<file path="config.mk">
export PLATFORM = sky130hd
export DESIGN_NAME = twiddle_angle_gen_flat
export DESIGN_NICKNAME = d
export VERILOG_FILES = /design/src/rtl/twiddle_angle_gen_if.sv /design/src/rtl/twiddle_angle_gen.sv /design/src/flat_wrapper.sv
export SDC_FILE = /design/constraint.sdc
export NUM_CORES = 1
export LEC_CHECK = 0
export ABC_AREA = 1
export CAP_MARGIN = 20
export CORE_MARGIN = 2
export CORE_UTILIZATION = 55
export CTS_CLUSTER_SIZE = 30
export DETAILED_ROUTE_END_ITERATION = 8
export GPL_TIMING_DRIVEN = 0
export PLACE_DENSITY = 0.74
export SYNTH_ARGS = -nofsm -noshare
export SYNTH_HDL_FRONTEND = slang
export SYNTH_SLANG_ARGS = --single-unit
</file>
<file path="constraint.sdc">
create_clock -name i_clk -period 5.6 [get_ports i_clk]
set_input_delay 0.56 -clock i_clk [delete_from_list [all_inputs] [get_ports i_clk]]
set_output_delay 0.56 -clock i_clk [all_outputs]
set_load 0.01 [all_outputs]
</file>
<file path="src/rtl/twiddle_angle_gen_if.sv">
// Angle stream bundle between the stage controller and the CORDIC angle input.
// Optional o_neg sideband exists only when TWIDDLE_FOLD_EN is defined.
interface twiddle_angle_gen_if #(
   parameter int DATA_W = 32,
   parameter int M_MAX  = 10
);
   localparam int LOG_W = $clog2(M_MAX + 1);

   logic              i_start;
   logic [LOG_W-1:0]  i_log_n;
   logic              i_ready;
   logic              o_valid;
   logic [DATA_W-1:0] o_angle;
   logic [M_MAX-1:0]  o_index;
   logic              o_last;
   logic              o_busy;
   logic              o_done;
`ifdef TWIDDLE_FOLD_EN
   logic              o_neg;
`endif

   modport master (
      output i_start, i_log_n, i_ready,
`ifdef TWIDDLE_FOLD_EN
      input  o_neg,
`endif
      input  o_valid, o_angle, o_index, o_last, o_busy, o_done
   );

   modport slave (
      input  i_start, i_log_n, i_ready,
`ifdef TWIDDLE_FOLD_EN
      output o_neg,
`endif
      output o_valid, o_angle, o_index, o_last, o_busy, o_done
   );
endinterface

</file>
<file path="src/rtl/twiddle_angle_gen.sv">
// Streams angle_k = -k*pi/2^M from a guarded phase accumulator, one entry per accepted cycle.
// TWIDDLE_FOLD_EN folds angles below -pi/2 by +pi and flags them on o_neg.
module twiddle_angle_gen #(
   parameter int DATA_W  = 32,
   parameter int FRAC_W  = 16,
   parameter int GUARD_W = 16,
   parameter int M_MAX   = 10
) (
   input logic                i_clk,
   input logic                i_rst_n,
   twiddle_angle_gen_if.slave bus
);
   localparam int     LOG_W    = $clog2(M_MAX + 1);
   localparam int     ACC_W    = FRAC_W + GUARD_W + 3;
   localparam int     EXT_W    = ACC_W + DATA_W;
   localparam real    PI_R     = 3.14159265358979323846;
   localparam longint PI_EXT_L = longint'(PI_R * (2.0 ** (FRAC_W + GUARD_W)));
   localparam logic [ACC_W-1:0] PI_EXT = ACC_W'(PI_EXT_L);
   localparam logic [ACC_W-1:0] HALF   = ACC_W'(1) << (GUARD_W - 1);

   typedef enum logic {IDLE, RUN} state_t;

   state_t           state;
   logic [ACC_W-1:0] acc;
   logic [ACC_W-1:0] step;
   logic [ACC_W-1:0] acc_nx;
   logic [M_MAX-1:0] k;
   logic [M_MAX-1:0] k_nx;
   logic [M_MAX-1:0] last_idx;
   logic [M_MAX-1:0] start_last;
   logic [M_MAX:0]   span;
   logic [LOG_W-1:0] m_sel;

   function automatic logic [DATA_W-1:0] angle_of(input logic [ACC_W-1:0] a);
      logic [ACC_W-1:0]        mag;
      logic signed [EXT_W-1:0] ext;
`ifdef TWIDDLE_FOLD_EN
      if (a > (PI_EXT >> 1)) begin
         // folded magnitude truncates rather than rounds
         mag = (PI_EXT - a) >> GUARD_W;
         ext = $signed({{DATA_W{1'b0}}, mag});
         return ext[DATA_W-1:0];
      end
`endif
      mag = (a + HALF) >> GUARD_W;
      ext = -$signed({{DATA_W{1'b0}}, mag});
      return ext[DATA_W-1:0];
   endfunction

   always_comb begin
      m_sel      = (bus.i_log_n > LOG_W'(M_MAX)) ? LOG_W'(M_MAX) : bus.i_log_n;
      span       = (M_MAX + 1)'(1) << m_sel;
      start_last = M_MAX'(span - (M_MAX + 1)'(1));
      acc_nx     = acc + step;
      k_nx       = k + M_MAX'(1);
   end

   always_ff @(posedge i_clk or negedge i_rst_n) begin
      if (!i_rst_n) begin
         state       <= IDLE;
         acc         <= '0;
         step        <= '0;
         k           <= '0;
         last_idx    <= '0;
         bus.o_valid <= 1'b0;
         bus.o_angle <= '0;
         bus.o_index <= '0;
         bus.o_last  <= 1'b0;
         bus.o_busy  <= 1'b0;
         bus.o_done  <= 1'b0;
`ifdef TWIDDLE_FOLD_EN
         bus.o_neg   <= 1'b0;
`endif
      end else begin
         bus.o_done <= 1'b0;
         case (state)
            IDLE: begin
               if (bus.i_start) begin
                  acc         <= '0;
                  k           <= '0;
                  step        <= PI_EXT >> m_sel;
                  last_idx    <= start_last;
                  bus.o_valid <= 1'b1;
                  bus.o_busy  <= 1'b1;
                  bus.o_angle <= '0;
                  bus.o_index <= '0;
                  bus.o_last  <= (start_last == '0);
`ifdef TWIDDLE_FOLD_EN
                  bus.o_neg   <= 1'b0;
`endif
                  state       <= RUN;
               end
            end
            RUN: begin
               if (bus.o_valid && bus.i_ready) begin
                  if (bus.o_last) begin
                     bus.o_valid <= 1'b0;
                     bus.o_busy  <= 1'b0;
                     bus.o_last  <= 1'b0;
                     bus.o_done  <= 1'b1;
                     state       <= IDLE;
                  end else begin
                     acc         <= acc_nx;
                     k           <= k_nx;
                     bus.o_angle <= angle_of(acc_nx);
                     bus.o_index <= k_nx;
                     bus.o_last  <= (k_nx == last_idx);
`ifdef TWIDDLE_FOLD_EN
                     bus.o_neg   <= (acc_nx > (PI_EXT >> 1));
`endif
                  end
               end
            end
            default: state <= IDLE;
         endcase
      end
   end
endmodule
</file>
<file path="src/flat_wrapper.sv">
// flat-port wrapper written by rule: the top's interface ports become plain ports
module twiddle_angle_gen_flat 
#(
   parameter int DATA_W  = 32,
   parameter int FRAC_W  = 16,
   parameter int GUARD_W = 16,
   parameter int M_MAX   = 10
)
  (i_clk, i_rst_n, bus_i_start, bus_i_log_n, bus_i_ready, bus_o_valid, bus_o_angle, bus_o_index, bus_o_last, bus_o_busy, bus_o_done);
  twiddle_angle_gen_if #(.DATA_W(DATA_W), .M_MAX(M_MAX)) bus_i ();
  input logic i_clk;
  input logic i_rst_n;
  input wire logic [$bits(bus_i.i_start)-1:0] bus_i_start;
  input wire logic [$bits(bus_i.i_log_n)-1:0] bus_i_log_n;
  input wire logic [$bits(bus_i.i_ready)-1:0] bus_i_ready;
  output wire logic [$bits(bus_i.o_valid)-1:0] bus_o_valid;
  output wire logic [$bits(bus_i.o_angle)-1:0] bus_o_angle;
  output wire logic [$bits(bus_i.o_index)-1:0] bus_o_index;
  output wire logic [$bits(bus_i.o_last)-1:0] bus_o_last;
  output wire logic [$bits(bus_i.o_busy)-1:0] bus_o_busy;
  output wire logic [$bits(bus_i.o_done)-1:0] bus_o_done;
  assign bus_i.i_start = bus_i_start;
  assign bus_i.i_log_n = bus_i_log_n;
  assign bus_i.i_ready = bus_i_ready;
  assign bus_o_valid = bus_i.o_valid;
  assign bus_o_angle = bus_i.o_angle;
  assign bus_o_index = bus_i.o_index;
  assign bus_o_last = bus_i.o_last;
  assign bus_o_busy = bus_i.o_busy;
  assign bus_o_done = bus_i.o_done;
  twiddle_angle_gen #(.DATA_W(DATA_W), .FRAC_W(FRAC_W), .GUARD_W(GUARD_W), .M_MAX(M_MAX)) u_core (.i_clk(i_clk), .i_rst_n(i_rst_n), .bus(bus_i));
endmodule
</file>
==> Word-level counts from Yosys, hierarchy flattened <==
Cells that the tools add are included.
{ "op_classes": {"addsub": 5, "mul": 0, "n_div": 0, "n_lt_le_gt_ge": 1, "n_eq_ne": 5, "n_shift": 2, "n_mux": 28, "n_bitwise": 1, "reduce_logical": 6} }
{ "op_table": {"columns": ["operator", "count"], "rows": [
  ["35-bit two-way mux", 3],
  ["32-bit two-way mux", 3],
  ["35-bit case mux with 2 select lines", 1],
  ["32-bit case mux with 2 select lines", 1],
  ["35-bit by 16-bit adder with 35-bit output, second input constant", 1],
  ["35-bit adder", 1],
  ["34-bit by 4-bit right shift with 35-bit output, first input constant", 1],
  ["19-bit negator with 32-bit output", 1],
  ["10-bit two-way mux", 3],
  ["10-bit case mux with 2 select lines", 1],
  ["1-bit two-way mux", 12],
  ["10-bit by 1-bit adder with 10-bit output, second input constant", 1],
  ["10-bit equality test", 1],
  ["10-bit logical NOT", 1],
  ["1-bit by 4-bit left shift with 10-bit output, first input constant", 1],
  ["10-bit by 1-bit subtractor with 10-bit output, second input constant", 1],
  ["2-bit != test, second input constant", 3],
  ["1-bit case mux with 2 select lines", 3],
  ["3-bit AND reduction", 2],
  ["4-bit > comparator, second input constant", 1],
  ["4-bit two-way mux", 1],
  ["2-bit AND reduction", 2],
  ["2-bit by 1-bit != test with 1-bit output, second input constant", 1],
  ["1-bit logical AND", 1],
  ["1-bit inverter", 1]
]} }
{ "totals": {"register_bits": 126, "latch_bits": 0, "ram_bits": 0, "mem_bits_ro": 0, "output_inout_bits": 46, "elab_cells": 57, "n_memories": 0} }

==> Logic depth before layout (Yosys ltp) <==
Gate-level depths: netlist of the first run.
{ "depth": {"word_depth": 7, "mapped_depth": 26, "ltp_nobuf": 26} }

==> Worst setup path after synthesis of the first run <==
OpenSTA, ideal clock, no wires.
{ "synth_timing": {"kind": "flip-flop to flip-flop", "startpoint": "reg u_core.step[0]", "endpoint": "reg u_core.bus.o_angle[19]", "t_arrival_ns": 3.025, "t_required_ns": 5.474, "path_slack_ns": 2.449, "path_stages_with_launch": 22, "n_path_buf": 0, "cell_sequence": "dfrtp_1 ha_1 fa_1 nand2_1 nand2_1 nand3_1 nand2_2 nand2_2 nand3_1 nand2_1 ha_1 nand3_2 nor2_4 nand2_4 nor2_8 nand4_2 nand2_2 nand2_2 nor2_4 nand2_4 o21ai_4 nand2_1"} }
{ "synth_via": {"elab_chain_len": 6} }
{ "synth_lines": {"columns": ["element", "line", "source"], "rows": [
  ["from (decl)", "twiddle_angle_gen.sv:25", "logic [ACC_W-1:0] step;"],
  ["from (signal assigned)", "twiddle_angle_gen.sv:81", "step <= PI_EXT >> m_sel;"],
  ["35-bit adder", "twiddle_angle_gen.sv:54", "acc_nx = acc + step;"],
  ["35-bit by 16-bit adder with 35-bit output", "twiddle_angle_gen.sv:45", "mag = (a + HALF) >> GUARD_W;"],
  ["19-bit negator with 32-bit output", "twiddle_angle_gen.sv:46", "ext = -$signed({{DATA_W{1'b0}}, mag});"],
  ["32-bit two-way mux", "twiddle_angle_gen.sv:96", "if (bus.o_last) begin"],
  ["32-bit two-way mux", "twiddle_angle_gen.sv:95", "if (bus.o_valid && bus.i_ready) begin"],
  ["32-bit case mux with 2 select lines", "twiddle_angle_gen.sv:76", "case (state)"],
  ["to (signal assigned)", "twiddle_angle_gen.sv:105", "bus.o_angle <= angle_of(acc_nx);"],
  ["to (decl)", "twiddle_angle_gen_if.sv:35", "output o_valid, o_angle, o_index, o_last, o_busy, o_done"]
]} }
No other way between the ends. The select of a mux whose other input is x is not followed.
A chain may end at the register's enable or synchronous reset.

==> Final worst setup path of the first run <==
{ "layout_timing": {"startpoint": "reg u_core.step[0]", "endpoint": "reg u_core.bus.o_angle[16]"} }
Same word-level chain as after synthesis.

==> summary.txt, run 1 <==
Outcome
  • Status: finished clean

Worst hold path
  • HP Class: input port to async pin

Routing
  • Routed Antenna Nets: 0
  • Initial drt markers: approximately 830
  • Routed WL per cell: about 17 µm
  • TritonRoute pass-1 iters: 5
  • WL final: around 29000 µm
  • Detailed-route DRC error count: 0
  • Routed via count: a little over 9k
  • Via/cell ratio: 5.40

Cells and area
  • Ant. Diodes: 0
  • Share of layout cells above drive strength 1: a little under an eighth
  • Layout area overhead: 15.0%
  • Final Core Density: around two thirds
  • Final Net Count: about 1.5k

Floorplanning
  • Area of the core: roughly 0.017 mm²
  • # IOs: 54
  • Die Wd: around 140 µm
  • # rows: 47
  • Die height: 135 µm
  • Die footprint: 0.0183 mm²
  • Initial Util: a little under three fifths

CTS
  • Clock root cell: clkbuf_16
  • # clock sinks: around 130
  • Worst-Skew Late Latency: 0.43 ns
  • Hold_buf cts: 0
  • Post_cts resized: 0
  • H-tree Lvls: 4
  • Post-CTS Setup Bufs: 0
  • Clk buf depth: 2
  • TritonCTS buffer count: 17
  • CTS tree: done
  • Clock Pin Slew Worst Setup and Hold Paths: 0.07 ns

Synth
  • Count of cell types in the netlist: 52
  • Syn Area/Cell: 6.84 µm²
  • Share of the synthesized area in the top cell type: roughly 33%
  • Largest cells by area after synthesis: dfrtp_1 33%, nand2_1 18%, inv_1 6.9%
  • Syn. warnings: 0
  • Top-count cell post-synth: nand2_1
  • Mapped Cells: between 1k and 1.5k
  • Mapped Nets: 1440
  • FFs w/ async S/R, synth: 100%
  • Post-synth EDFFs: 0
  • Synthesized flop and latch total: roughly 130
  • Area leader, netlist: dfrtp_1
  • Commonest cells in the netlist: 463 x nand2_1, 174 x inv_1, 125 x dfrtp_1
  • Synth Cell Area: between 0.009 and 0.01 mm²
  • Top FF cell, synth: dfrtp_1
  • Register area share after synthesis: around 33%

STA
  • Slew @ Worst Pin: 1.09 ns
  • Final Hold Fails: 0
  • Max-slew violations: 0
  • Count of final setup violators: 0
  • Max Fclk: around 240 MHz
  • Period minus WS final: 4.16 ns
  • Fin crit share: ~74%
  • Setup TNS: 0 ns
  • Slew HR: 26.6%
  • Setup Skew: 0.0142 ns
  • RSZ-0062 raised after global routing: no

Setup path
  • CP Max Fanout: 5
  • R2R setup slack: 1.44 ns
  • CP Data Required Time: ~5.9 ns
  • Critical Path AT: between 4 and 5 ns
  • Crit path launch type: flop
  • Setup crit end kind: flop
  • Setup CP Type: flop to flop

Global route
  • Gr ovfl total: 0
  • First-pass GRT wire length: between 40000 and 50000 µm
  • Vias in the first global route: 8437
  • Initial antenna violation count: 0
  • Total track usage: 32.7%
  • Largest net degree at the start of global routing: 94

Power and ir drop
  • Sequential power share: a little over a fifth
  • Power Dens Cells: roughly 700 mW/mm²
  • Comb pwr share: a little under two thirds
  • Leak: between 5 and 6 nW
  • P_sw: just over 0.004 W
  • VDD IR-drop max: between 300 and 400 µV
  • Sw frac: 53.3%
  • Clock power share: approximately 15%
  • Internal power: 0.00354 W

Run
  • Max Cap Viol: 0

Placed design
  • Port bufs: 53
  • Detail Placement HPWL: 22300 µm
  • Final GP Congestion: slightly below 1
-- worst max-delay path, cell delays in order (launching register included) --
cell and delay (ns):
dfrtp_1 0.41, ha_1 0.26, fa_1 0.45, nand2_1 0.16
nand2_1 0.07, nand3_1 0.10, nand2_2 0.14, nand2_2 0.13
nand2_2 0.11, nand2_1 0.08, nand2_1 0.13, ha_1 0.35
inv_1 0.19, ha_1 0.21, nand3_1 0.11, nor2_1 0.17
nand3_1 0.14, nor2_2 0.24, inv_1 0.13, nor2_1 0.21
a21oi_1 0.09, nand2_1 0.11, nand2_1 0.06
-- final cells by class --
type                            instances  area [µm²]
Timing Repair Buffer                   55         571
Multi-Input combinational cell       1041        5520
Inverter                              194         728
Clock inverter                         13         129
Fill cell                            1531        5820
Tap cell                              220         275
Buffer                                 24        93.8
Clock buffer                           19         443
Sequential cell                       125        3130
-- sequential cells by signal (all words and copies together), names as in the netlist --
register	cells
u_core.acc	35
u_core.last_idx	10
u_core.state	1
u_core.bus.o_valid	1
u_core.k	10
u_core.bus.o_done	1
u_core.step	34
u_core.bus.o_last	1
u_core.bus.o_angle	32
-- cells by family (layout without fill, tap and decap cells) --
logic type      Yosys count  count (layout)  synth area share (%)
compound gates          186             186                  11.4
fa+ha+maj                48              48                  6.42
buf+inv                 218             305                  8.68
flops                   125             125                  33.0
xor+xnor                 15              15                  1.39
simple gates            792             792                  39.1
-- final timing paths --
check | from | to | cells past startpoint
hold / removal | i_rst_n | u_core.state | 1
max in group asynchronous | i_rst_n | u_core.bus.o_angle[1] | 2
setup reg to reg | u_core.step[0] | u_core.bus.o_angle[16] | 22
setup / recovery | u_core.step[0] | u_core.bus.o_angle[16] | 22
min in group i_clk | u_core.bus.o_angle[15] | u_core.bus.o_angle[15] | 2
hold reg to reg | u_core.bus.o_angle[15] | u_core.bus.o_angle[15] | 2
-- power by group through the flow --
stage	Sequential, W	Clock, W	Combinational [W]
global placement	0.00163	0	0.00467
CTS	0.00163	0.00111	0.00479
floorplan	0.00159	0	0.00340
finish	0.00164	0.00110	0.00484
detailed placement	0.00163	0	0.00475
global route	0.00167	0.00115	0.00539
-- cell usage in the layout, fill, tap and decap left out, types with 3 or more instances in the layout --
| master | count |
|---|---|
| a21oi_1 | 39 |
| a31oi_1 | 10 |
| inv_1 | 174 |
| a21oi_2 | 3 |
| clkinv_4 | 3 |
| o21bai_1 | 3 |
| nand3_1 | 70 |
| clkbuf_16 | 17 |
| dfrtp_1 | 125 |
| nand2_1 | 463 |
| clkdlybuf4s50_1 | 52 |
| and2_1 | 5 |
| o21ai_0 | 89 |
| nand4_1 | 19 |
| nand3_2 | 10 |
| nor2_1 | 108 |
| xor2_1 | 13 |
| a21o_1 | 3 |
| inv_2 | 14 |
| o22ai_1 | 13 |
| nor2_8 | 3 |
| a22o_1 | 4 |
| nor2_4 | 16 |
| nor3_1 | 5 |
| a32o_1 | 4 |
| clkinv_1 | 6 |
| inv_6 | 5 |
| nand2_2 | 50 |
| nand2_4 | 14 |
| clkbuf_1 | 24 |
| ha_1 | 47 |
| nor2_2 | 16 |
-- metrics by stage --
step / total power [W] / instances / area, µm² / hold WS (ns) / setup WS [ns]
floorplan: 0.00498 / 1384 / 9470 / 0.264 / 2.45
global placement: 0.00630 / 1657 / 10300 / 0.463 / -1.02
detailed placement: 0.00638 / 1659 / 10300 / 0.465 / 1.60
CTS: 0.00752 / 1691 / 10900 / 0.0190 / 1.57
global route: 0.00821 / 1691 / 10900 / 0.0287 / 1.22
finish: 0.00758 / 1691 / 10900 / 0.0113 / 1.44
-- per-layer routing --
| metal | GRT usage, % | wire [µm] |
|---|---|---|
| met5 | 0 | 0 |
| met4 | 10.8 | 826 |
| met3 | 6.70 | 2130 |
| met2 | 49.4 | 12400 |
| met1 | 47.0 | 13300 |
Power figures use the tool's default switching activity.
==> inputs of run 2 (changes only) <==
PLACE_DENSITY = 0.77   (was 0.74)
clock period = 3.4 ns   (was 5.6 ns; I/O delays follow)
==> run 2 against run 1 <==
The flow now finishes with violations (negative setup slack). Via count increased by 5.6%. Register-to-register slack got worse by 1.4 ns. Highest routed layer unchanged. Non-clock buffer count increased by 37. Worst setup slack got worse by 1.4 ns. Critical endpoint is now u_core.bus.o_angle[20]. Sequential power increased by 71%.
==> summary.txt, run 2 (synthesis gave the netlist of run 1 again) <==
Outcome
  • Status: complete, but fails checks
  • Violated checks: negative setup slack

Cells and area
  • Fin area: around 0.012 mm²
  • Final Net Count: between 1.5k and 2k
  • Share of layout cells above drive strength 1: a little over a fifth
  • Commonest non-fill, non-tap cell in the layout: nand2_1
  • Max FFs per register: 35
  • Commonest cells after routing, fill and taps aside: 430 x nand2_1, 171 x inv_1, 118 x dfrtp_1
  • Final Core Density: between 70 and 80%
  • Leading registers by flop count: u_core.acc x35, u_core.step x34, u_core.bus.o_angle x32
  • Register name with the most flops: u_core.acc
  • Layout area overhead: 25.2%
  • Ant. Diodes: 0

Setup path
  • CP most frequent cell: nand2_2
  • Crit-path cells: ha_4 -> fa_2 -> nand2_2 -> nand2_2 -> nand3_2 -> nand2_2 -> nand2_2 -> nand3_2 -> nand2_4 -> ha_4 -> nand3_4 -> buf_4 -> nand2_2 -> ha_4 -> nand3_4 -> nor2_4 -> nand3_2 -> nor2_4 -> nand2_2 -> nor2_2 -> nand3_2 -> nand2_4 -> nand2_1
  • Slowest CP cell: dfrtp_1
  • Setup CP Type: flop to flop
  • Slowest stage delay, CP: approximately 0.42 ns
  • Crit path launch type: flop
  • Critical Path AT: about 3.7 ns
  • Setup crit end kind: flop
  • CP Max Fanout: 6
  • CP Data Required Time: around 3.7 ns

STA
  • Hold_ws: 0.367 ns
  • Setup TNS: -0.0156 ns
  • RSZ-0062 raised after global routing: yes
  • Max-slew violations: 0
  • Setup Skew: between 0.015 and 0.02 ns
  • Final Hold Fails: 0
  • Fin worst setup slack: -0.0121 ns
  • Slew HR: around a fifth
  • Period minus WS final: ~3.4 ns
  • Fin crit share: 100%
  • Count of final setup violators: 2
  • Max Fclk: between 200 and 300 MHz
  • Slew @ Worst Pin: roughly 1.2 ns

Floorplanning
  • # IOs: 54
  • Die Wd: between 100 and 150 µm
  • Initial Util: between 50% and 60%
  • Area of the core: between 0.015 and 0.02 mm²
  • Die height: approximately 140 µm
  • Die footprint: ~0.018 mm²
  • # rows: 47

Global route
  • Largest net degree at the start of global routing: 90
  • Total track usage: 34.0%
  • Initial antenna violation count: 0
  • Gr ovfl total: 0
  • First-pass GRT wire length: 47600 µm
  • Vias in the first global route: a little over 9k

Power and ir drop
  • VDD IR-drop max: between 600 and 700 µV
  • Internal power: between 0.006 and 0.007 W
  • Clock power share: around an eighth
  • Power Dens Cells: approximately 1200 mW/mm²
  • Sequential power share: ~19%
  • Comb pwr share: roughly 68%
  • Sw frac: approximately 53%
  • Leak: 5.92 nW
  • P_sw: 0.00760 W

Placed design
  • Detail Placement HPWL: 22800 µm
  • Final GP Congestion: between 0.9 and 1
  • Port bufs: 53
  • DP Area: between 0.01 and 0.015 mm²

Routing
  • Routed WL per cell: around 18 µm
  • TritonRoute pass-1 iters: 6
  • Via/cell ratio: about 5.6
  • Detailed-route DRC error count: 0
  • WL final: just over 30000 µm
  • Routed via count: around 9.6k
  • Routed Antenna Nets: 0
  • Initial drt markers: 708

CTS
  • Worst-Skew Late Latency: around 0.44 ns
  • # clock sinks: 125
  • H-tree Lvls: 4
  • CTS tree: done
  • Clock Pin Slew Worst Setup and Hold Paths: around 0.070 ns
  • Clk buf depth: 2
  • TritonCTS buffer count: 17
  • Clock root cell: clkbuf_16

Run
  • Max Cap Viol: 0

Worst hold path
  • HP Class: input port to async pin
-- run 2: metal layers --
layer	track usage [%]	vias up	share of wire, %
met5	0	-	0
met4	13.3	0	3.7
met3	5.24	69	6.0
met2	52.6	346	45
met1	48.0	4603	45
li1	-	4630	-
-- run 2: worst max-delay path, delay by kind of cell (launching register included) --
kind                       cells  cell delay (ns)
adders and majority gates      4             0.88
buffers and inverters          1             0.15
DFF                            1             0.42
and+or+nand+nor               18             1.83
-- run 2: final timing paths --
kind                       depth (start not counted)                    from  slack (ns)                endpoint
setup / recovery                                  23          u_core.step[0]       -0.01  u_core.bus.o_angle[20]
hold / removal                                     2                 i_rst_n        0.37       u_core.bus.o_done
setup reg to reg                                  23          u_core.step[0]       -0.01  u_core.bus.o_angle[20]
hold reg to reg                                    2  u_core.bus.o_angle[19]        0.47  u_core.bus.o_angle[19]
max in group asynchronous                          3                 i_rst_n        2.25          u_core.acc[17]
min in group i_clk                                 2  u_core.bus.o_angle[19]        0.47  u_core.bus.o_angle[19]
-- run 2: area by class of cell --
class	instances	area [µm²]
buffer	23	90.1
clock buffer	17	425
clock inverter	15	179
fill	1386	4850
inverter	194	728
multi-input combinational	1041	6130
sequential	125	3140
tap	220	275
timing repair buffer	93	883
-- run 2: what timing repair did --
action,4_1_cts,5_1_grt
endpoints found under the hold margin,36,0
setup buffers,12,25
gates resized for setup,40,99
hold buffers,1,0
setup endpoints to repair,27,28
pin swaps,21,44
-- run 2: power by group through the flow --
stage / combinational, W / clock [W] / sequential, W
2_1_floorplan: 0.00559 / 0 / 0.00261
3_3_place_gp: 0.00770 / 0 / 0.00267
3_5_place_dp: 0.00787 / 0 / 0.00268
4_1_cts: 0.00849 / 0.00188 / 0.00273
5_1_grt: 0.0106 / 0.00195 / 0.00285
6_report: 0.00976 / 0.00189 / 0.00280
-- run 2: stage by stage --
stage / worst slack [ns] / total power, W / cells
6_report: -0.0121 / 0.0144 / 1728
4_1_cts: 0.0000910 / 0.0131 / 1704
5_1_grt: -0.164 / 0.0154 / 1728
3_5_place_dp: -0.599 / 0.0106 / 1659
3_3_place_gp: -2.90 / 0.0104 / 1657
2_1_floorplan: 0.249 / 0.00820 / 1384
